## src/rtl/riscv_pkg.sv

```systemverilog
// Shared definitions for the UART boot loader.
// Holds the loader state encoding and frame constants.
package riscv_pkg;

  typedef enum logic [2:0] {
    ST_IDLE,
    ST_LEN_LO,
    ST_LEN_HI,
    ST_DATA,
    ST_CHK,
    ST_DONE,
    ST_ERROR
  } ld_state_e;

  localparam logic [7:0] MAGIC = 8'hA5;

endpackage

```

## src/rtl/imem_loader.sv

```systemverilog
// Byte-stream boot loader: parses a framed image from the UART
// and writes it into instruction memory, releasing the core when done.
module imem_loader
  import riscv_pkg::*;
#(
  parameter int          DEPTH_WORDS = 256,
  parameter logic [31:0] BASE_ADDR   = 32'h0000_0000
) (
  input  logic        clk,
  input  logic        rst_n,
  input  logic        rx_valid,
  input  logic [7:0]  rx_data,
  output logic        imem_we,
  output logic [31:0] imem_addr,
  output logic [31:0] imem_wdata,
  output logic        core_rst_n,
  output logic        done,
  output logic        err
);

  ld_state_e   state_q;
  ld_state_e   state_d;
  logic [7:0]  len_lo_q;
  logic [16:0] len_q;
  logic [16:0] wcnt_q;
  logic [1:0]  bcnt_q;
  logic [23:0] buf_q;
  logic [7:0]  chk_q;
  logic        start;
  logic        wr;
  logic [16:0] len_n;

  assign len_n = {1'b0, rx_data, len_lo_q};

  always_ff @(posedge clk or negedge rst_n) begin
    if (!rst_n) state_q <= ST_IDLE;
    else        state_q <= state_d;
  end

  always_comb begin
    state_d = state_q;
    start   = 1'b0;
    wr      = 1'b0;
    if (rx_valid) begin
      unique case (state_q)
        ST_IDLE, ST_ERROR: begin
          if (rx_data == MAGIC) begin
            state_d = ST_LEN_LO;
            start   = 1'b1;
          end
        end
        ST_LEN_LO: state_d = ST_LEN_HI;
        ST_LEN_HI: begin
          if (len_n > 17'(DEPTH_WORDS)) state_d = ST_ERROR;
          else if (len_n == '0)         state_d = ST_CHK;
          else                          state_d = ST_DATA;
        end
        ST_DATA: begin
          if (bcnt_q == 2'd3) begin
            wr = 1'b1;
            if (wcnt_q + 17'd1 == len_q) state_d = ST_CHK;
          end
        end
        ST_CHK: begin
          state_d = (rx_data == chk_q) ? ST_DONE : ST_ERROR;
        end
        ST_DONE: state_d = ST_DONE;
        default: state_d = ST_IDLE;
      endcase
    end
  end

  // Status flags are registered so core_rst_n only rises on the DONE edge.
  always_ff @(posedge clk or negedge rst_n) begin
    if (!rst_n) begin
      imem_we    <= 1'b0;
      imem_addr  <= BASE_ADDR;
      imem_wdata <= '0;
      core_rst_n <= 1'b0;
      done       <= 1'b0;
      err        <= 1'b0;
      len_lo_q   <= '0;
      len_q      <= '0;
      wcnt_q     <= '0;
      bcnt_q     <= '0;
      buf_q      <= '0;
      chk_q      <= '0;
    end else begin
      imem_we    <= wr;
      done       <= (state_d == ST_DONE);
      core_rst_n <= (state_d == ST_DONE);
      err        <= (state_d == ST_ERROR);
      if (start) begin
        chk_q  <= '0;
        wcnt_q <= '0;
        bcnt_q <= '0;
      end
      if (rx_valid && state_q == ST_LEN_LO) len_lo_q <= rx_data;
      if (rx_valid && state_q == ST_LEN_HI) len_q <= len_n;
      if (rx_valid && state_q == ST_DATA) begin
        chk_q  <= chk_q ^ rx_data;
        bcnt_q <= bcnt_q + 2'd1;
        buf_q  <= {rx_data, buf_q[23:8]};
      end
      if (wr) begin
        imem_addr  <= BASE_ADDR + {13'b0, wcnt_q, 2'b00};
        imem_wdata <= {rx_data, buf_q};
        wcnt_q     <= wcnt_q + 17'd1;
      end
    end
  end

endmodule

```

## config.mk

```make
export PLATFORM = sky130hd
export DESIGN_NAME = imem_loader
export DESIGN_NICKNAME = d
export VERILOG_FILES = /design/src/rtl/riscv_pkg.sv /design/src/rtl/imem_loader.sv
export SDC_FILE = /design/constraint.sdc
export NUM_CORES = 1
export LEC_CHECK = 0
export CORE_MARGIN = 5
export CORE_UTILIZATION = 40
export DETAILED_ROUTE_END_ITERATION = 16
export MAX_ROUTING_LAYER = met4
export SLEW_MARGIN = 40
export SYNTH_ARGS = -nofsm -noshare
export SYNTH_HDL_FRONTEND = slang
export SYNTH_SLANG_ARGS = --single-unit
```

## constraint.sdc

```tcl
create_clock -name clk -period 3.2 [get_ports clk]
set_input_delay 0.48 -clock clk [delete_from_list [all_inputs] [get_ports clk]]
set_output_delay 0.48 -clock clk [all_outputs]
set_load 0.03 [all_outputs]
```

==> results.yml, run 1 <==
critical_path:
  cp-startpoint: "wcnt_q[1]"
  cp.arrival_ns: 2.93
  cp.required_ns: 3.53
  crit_path_start_kind: "flip-flop"
  crit_fanout: 10
  cp-end-kind: "flip-flop"
  worstReg2RegStart: "wcnt_q[1]"
  path_class: "flip-flop to flip-flop"
sta:
  fin_crit_sh_pct: 81.2
  worstMarginPinSlew_ns: 0.741
  setup_tns_ns: 0
  fin_crit_ns: 2.60
  finalHoldViolations: 0
  grt_setup_unrepaired: "false"
  fin_skew_ns: 0.00983
  slew_violations: 0
  finalSetupViolations: 0
  slew_headroom_pct: 50.6
  fmax_mhz: 385
  finalWorstSetupSlack_ns: 0.602
place:
  place_congestion: 0.924
  place_area_um2: 6880
  dp_hpwl_mm: 10.3
  port_buffers: 63
  place_ws_ns: 0.427
global_route:
  grt_usage_pct: 18.3
  grt_max_degree: 71
  globalRouteOverflowTotal: 0
  antenna_found_initial: 0
  grt_pass1_vias: 4843
  grt_pass1_wl_mm: 25.3
synthesis:
  ys_seq_elements: 130
  synth_top_family_by_area: "simple AND/OR/NAND/NOR gates"
  yosysTopAreaCell: "dfrtp_1"
  yosys_warnings: 0
  yosys.area_share.simple_pct: 22.9
  synth_cell_types: 57
  synth_fa_ha_area_share_pct: 0.408
  ys_top_cells_by_count: "nand2_1 (238), dfrtp_1 (130), o21ai_0 (37)"
  synth_compound_area_share_pct: 8.54
  synth.top_cell.area_share_pct: 53.0
  synthTopCellsByArea: "dfrtp_1 (53%), nand2_1 (15%), mux2_2 (4.4%), o21ai_0 (3.0%), xor2_1 (2.9%)"
  avgSynthCellArea_um2: 9.37
  yosysMostFrequentCell: "nand2_1"
  synth_cells: 655
  yosysSeqAreaShare_pct: 53.0
  synth_mux_area_share_pct: 4.73
  synthArstFlopShare_pct: 100
  syn_area_um2: 6140
  ys.flop_type: "dfrtp_1"
  synth-xor-area-share_pct: 5.00
  synth-edff-count: 0
finish:
  final_area_um2: 7480
  drive_gt1_share_pct: 12.3
  area.growth.synth_to_final_pct: 21.9
  fillCellCount: 1440
  finalNetCount: 724
  antenna_cells: 0
floorplan:
  fp.dieW_um: 134
  die_area_um2: 17900
  initial_core_util_pct: 40.5
  fp.dieH_um: 134
  ios: 79
  core_um2: 15100
  rows: 45
clock_tree:
  path_clk_slew_ns: 0.06
  htree_levels: 4
  postCtsSetupRepairBufs: 0
  root_buffer: "clkbuf_16"
  cts_tree: "done"
  cts_hold_buf: 0
  cts_resized: 0
  cts_sinks: 130
  clk_latency_ns: 0.43
  cts_made_buffers: 17
  clk_path_buf_depth: 2
pwr:
  p_per_area_nw_per_um2: 848
  combinationalPowerShare_pct: 27.8
  power_frac_seq_pct: 41.7
  p_clk_share_pct: 30.4
  switching_share_pct: 34.2
  p_leak_nw: 3.52
  p_int_mw: 4.17
  p_switching_mw: 2.17
  ir_drop_v: 0.000471
route:
  drtPass1Iterations: 4
  vias_per_cell: 5.12
  ant_nets: 0
  vias: 4666
  drc: 0
  wl_per_cell_um: 16.4
  drtIter0Drc: 273
  wl_mm: 14.9
job:
  max_cap_viol_count: 0
hold_path:
  hp-class: "input port to asynchronous set/reset pin"
status:
  status: "completed"
worst paths after layout:
path / to / slack [ns] / cells after the start
max in group asynchronous: chk_q[0] / 2.44 / 2
max: done / 0.60 / 9
min in group clk: imem_wdata[1] / 0.47 / 2
min: imem_addr[11] / 0.05 / 1
max reg2reg: done / 0.60 / 9
min reg2reg: imem_wdata[1] / 0.47 / 2
metal layers:
metal	wire length, um	GRT usage (%)
met1	6430	22.7
met2	7480	29.1
met3	664	4.31
met4	340	7.54
met5	0	-
kinds of logic (layout without fill, tap and decap cells):
group / Yosys count / in the layout
flops: 130 / 130
compound gates: 81 / 81
fa+ha+maj: 2 / 2
other cells: 1 / 15
buf+inv: 61 / 116
simple gates: 319 / 319
mux: 26 / 26
xor+xnor: 35 / 35
cells in the final DEF, fill, tap and decap left out, types with 3 or more instances in the layout:
cell and n:
o21ai_0 37, o21ai_1 3, nor2_1 25, inv_6 3, nor3_1 7, and4_1 4
o31ai_1 8, clkbuf_16 17, clkinv_4 4, xnor2_1 15, and2_1 6, a21oi_1 8
nand4_1 8, dfrtp_1 130, o211ai_1 3, clkdlybuf4s50_1 62, o41ai_1 3, conb_1 15
nor4_1 7, nand2_1 237, buf_4 15, mux2_2 24, a211oi_1 3, xor2_1 20
inv_1 5, clkinvlp_4 3, nand2b_1 4, nand3_1 4
stage by stage:
step	power, mW	util (%)	hold slack, ns	std cells
detailed placement	4.44	45.4	0.461	880
finish	6.34	49.4	0.0473	912
global route	6.71	49.4	0.0757	912
global placement	4.39	45.4	0.458	880
CTS	6.41	49.3	0.167	912
floorplan	3.74	-	0.184	669
registers in the layout, summed over array words and instances, names as in the netlist:
register    flops
imem_wdata     32
buf_q          24
imem_addr      17
wcnt_q         17
len_q          16
chk_q           8
len_lo_q        8
state_q         3
bcnt_q          2
done            1
err             1
imem_we         1
layout make-up:
class / instances / area [um^2] / area share, %
inverters: 5 / 18.8 / 0.251
well taps: 188 / 235 / 3.15
flip-flops and latches: 130 / 3250 / 43.5
multi-input cells: 478 / 2610 / 34.9
clock inverters: 14 / 154 / 2.06
repair buffers: 79 / 764 / 10.2
clock buffers: 18 / 439 / 5.87
critical path, cell delays in order (launching register included):
cell and delay [ns]:
dfrtp_1 0.46, ha_1 0.34, nand4_2 0.28, nor3_1 0.46, xnor2_1 0.18, o211ai_2 0.15
nor4_4 0.27, o21a_2 0.17, inv_1 0.05, a211oi_1 0.15
power by group through the flow:
stage | Sequential (mW) | Combinational, mW | Clock (mW)
floorplan | 2.91 | 0.829 | 0
global placement | 2.65 | 1.74 | 0
detailed placement | 2.67 | 1.77 | 0
CTS | 2.65 | 1.79 | 1.97
global route | 2.72 | 1.93 | 2.07
finish | 2.64 | 1.76 | 1.93
Power figures use the tool's default switching activity.
==> run 2, diff against run 1 <==
==> constraint.sdc (replaced) <==
create_clock -name clk -period 2.18 [get_ports clk]
set_input_delay 0.327 -clock clk [delete_from_list [all_inputs] [get_ports clk]]
set_output_delay 0.327 -clock clk [all_outputs]
set_load 0.03 [all_outputs]
==> run 2 against run 1 <==
The run now ends with setup timing left. First-iteration DRC count up 12%. Worst setup slack worse by 0.76 ns. Sequential share of layout area down 3.9 points.
==> results.yml, run 2 (synthesis results as in run 1) <==
status:
  status: "finished, violations left"
  violations: "setup timing"
global_route:
  grt_max_degree: 53
  globalRouteOverflowTotal: 0
  grt_usage_pct: 19.0
  antenna_found_initial: 0
  grt_pass1_vias: 5229
  grt_pass1_wl_mm: 26.5
critical_path:
  critical_path.max_stage_delay_ns: 0.54
  crit_slowest_cell: "or4_4"
  cp-end-kind: "flip-flop"
  cp_top_family: "simple AND/OR/NAND/NOR gates"
  cp.arrival_ns: 2.66
  worstReg2RegStart: "wcnt_q[0]"
  crit_path_start_kind: "flip-flop"
  cp.required_ns: 2.50
  worst-path-buf-inv: 2
  crit_fanout: 4
  path_class: "flip-flop to flip-flop"
  path_cells: "buf_6 -> nand3_4 -> buf_4 -> xnor2_2 -> nand2_1 -> or4_4 -> nor4_4 -> nor2_1 -> nor4b_2"
  cp-startpoint: "wcnt_q[0]"
sta:
  finalWorstSetupSlack_ns: -0.161
  fin_crit_sh_pct: 107
  finalHoldViolations: 0
  fin_skew_ns: 0.0112
  slew_headroom_pct: 63.7
  finalSetupViolations: 4
  worstMarginPinSlew_ns: 0.544
  fin_crit_ns: 2.34
  setup_tns_ns: -0.411
  fmax_mhz: 427
  grt_setup_unrepaired: "true"
  slew_violations: 0
route:
  drtPass1Iterations: 4
  wl_mm: 16.0
  ant_nets: 0
  vias: 5019
  wl_per_cell_um: 16.2
  drtIter0Drc: 307
  vias_per_cell: 5.09
  drc: 0
clock_tree:
  cts_sinks: 130
  path_clk_slew_ns: 0.06
  htree_levels: 4
  cts_tree: "done"
  clk_path_buf_depth: 2
  cts_made_buffers: 17
  root_buffer: "clkbuf_16"
  clk_latency_ns: 0.41
floorplan:
  initial_core_util_pct: 40.5
  fp.dieH_um: 134
  core_um2: 15100
  die_area_um2: 17900
  ios: 79
  fp.dieW_um: 134
  rows: 45
place:
  place_area_um2: 7400
  dp.cells: 944
  port_buffers: 63
  place_congestion: 0.900
  dp_hpwl_mm: 11.2
pwr:
  p_leak_nw: 3.97
  power_frac_seq_pct: 39.8
  p_switching_mw: 3.24
  p_clk_share_pct: 30.7
  ir_drop_v: 0.000797
  switching_share_pct: 32.8
  combinationalPowerShare_pct: 29.5
  p_int_mw: 6.62
  p_per_area_nw_per_um2: 1200
  finalPower_mw: 9.86
finish:
  final_cell_mix: "nand2_1 (237), dfrtp_1 (125), buf_4 (88)"
  final_area_um2: 8240
  finalNetCount: 800
  antenna_cells: 0
  largest_register_ff_count: 32
  mostFrequentLayoutCell: "nand2_1"
  regMostFlops: "imem_wdata"
  area.growth.synth_to_final_pct: 34.3
  final_cell_count_no_fill: 986
  fillCellCount: 1352
  top_regs: "imem_wdata: 32 flops, buf_q: 24 flops"
  drive_gt1_share_pct: 23.1
job:
  max_cap_viol_count: 0
hold_path:
  hp-class: "input port to asynchronous set/reset pin"
==> run 2: stage by stage <==
step	hold slack [ns]	worst slack, ns	util (%)
final	0.443	-0.161	54.4
after global routing	0.481	-0.271	54.4
after CTS	0.453	-0.148	53.7
after detailed placement	0.348	-0.328	48.9
after global placement	0.345	-0.199	48.9
after floorplan	0.0314	0.0437	-
==> run 2: final timing paths <==
path                            endpoint  cells past startpoint  slack, ns
max                                  err                      9      -0.16
min                        imem_addr[14]                      2       0.44
max reg2reg                          err                      9      -0.16
min reg2reg                 imem_addr[9]                      2       0.47
max in group asynchronous       buf_q[0]                      3       1.04
min in group clk            imem_addr[9]                      2       0.47
==> run 2: layout make-up <==
| class | count | area (um^2) | area share (%) |
|---|---|---|---|
| flip-flops and latches | 130 | 3260 | 39.6 |
| multi-input cells | 478 | 2760 | 33.4 |
| repair buffers | 155 | 1350 | 16.3 |
| clock buffers | 21 | 470 | 5.71 |
| well taps | 188 | 235 | 2.85 |
| clock inverters | 9 | 155 | 1.88 |
| inverters | 5 | 18.8 | 0.228 |
==> run 2: power groups by stage <==
stage	sequential, mW	combinational (mW)	clock, mW
floorplan	4.28	1.24	0
global placement	3.92	2.71	0
detailed placement	3.94	2.77	0
CTS	3.92	2.84	3.07
global route	4.03	3.18	3.19
finish	3.92	2.91	3.02
==> run 2: worst register-to-register path: stages (launching register included) <==
cell and delay [ns]:
dfrtp_2 0.41, buf_6 0.12, nand3_4 0.08, buf_4 0.16, xnor2_2 0.15, nand2_1 0.09, or4_4 0.54, nor4_4 0.33
nor2_1 0.10, nor4b_2 0.27
==> run 2: timing repair <==
action                     in CTS  in global routing
setup endpoints to repair       5                  9
hold buffers                    1                  0
pin swaps                       7                  9
resized for setup              14                 13
hold endpoints to repair       35                  0
setup buffers                   7                  4
==> run 2: layer usage <==
metal / part of all wire (%) / up-vias / global-route usage [%] / wire length, um
met4: 2.0 / 0 / 7.03 / 327
met3: 2.8 / 22 / 3.41 / 447
met5: 0 / - / - / 0
li1: - / 2408 / - / -
met1: 44 / 2485 / 23.5 / 7030
met2: 51 / 104 / 31.3 / 8160
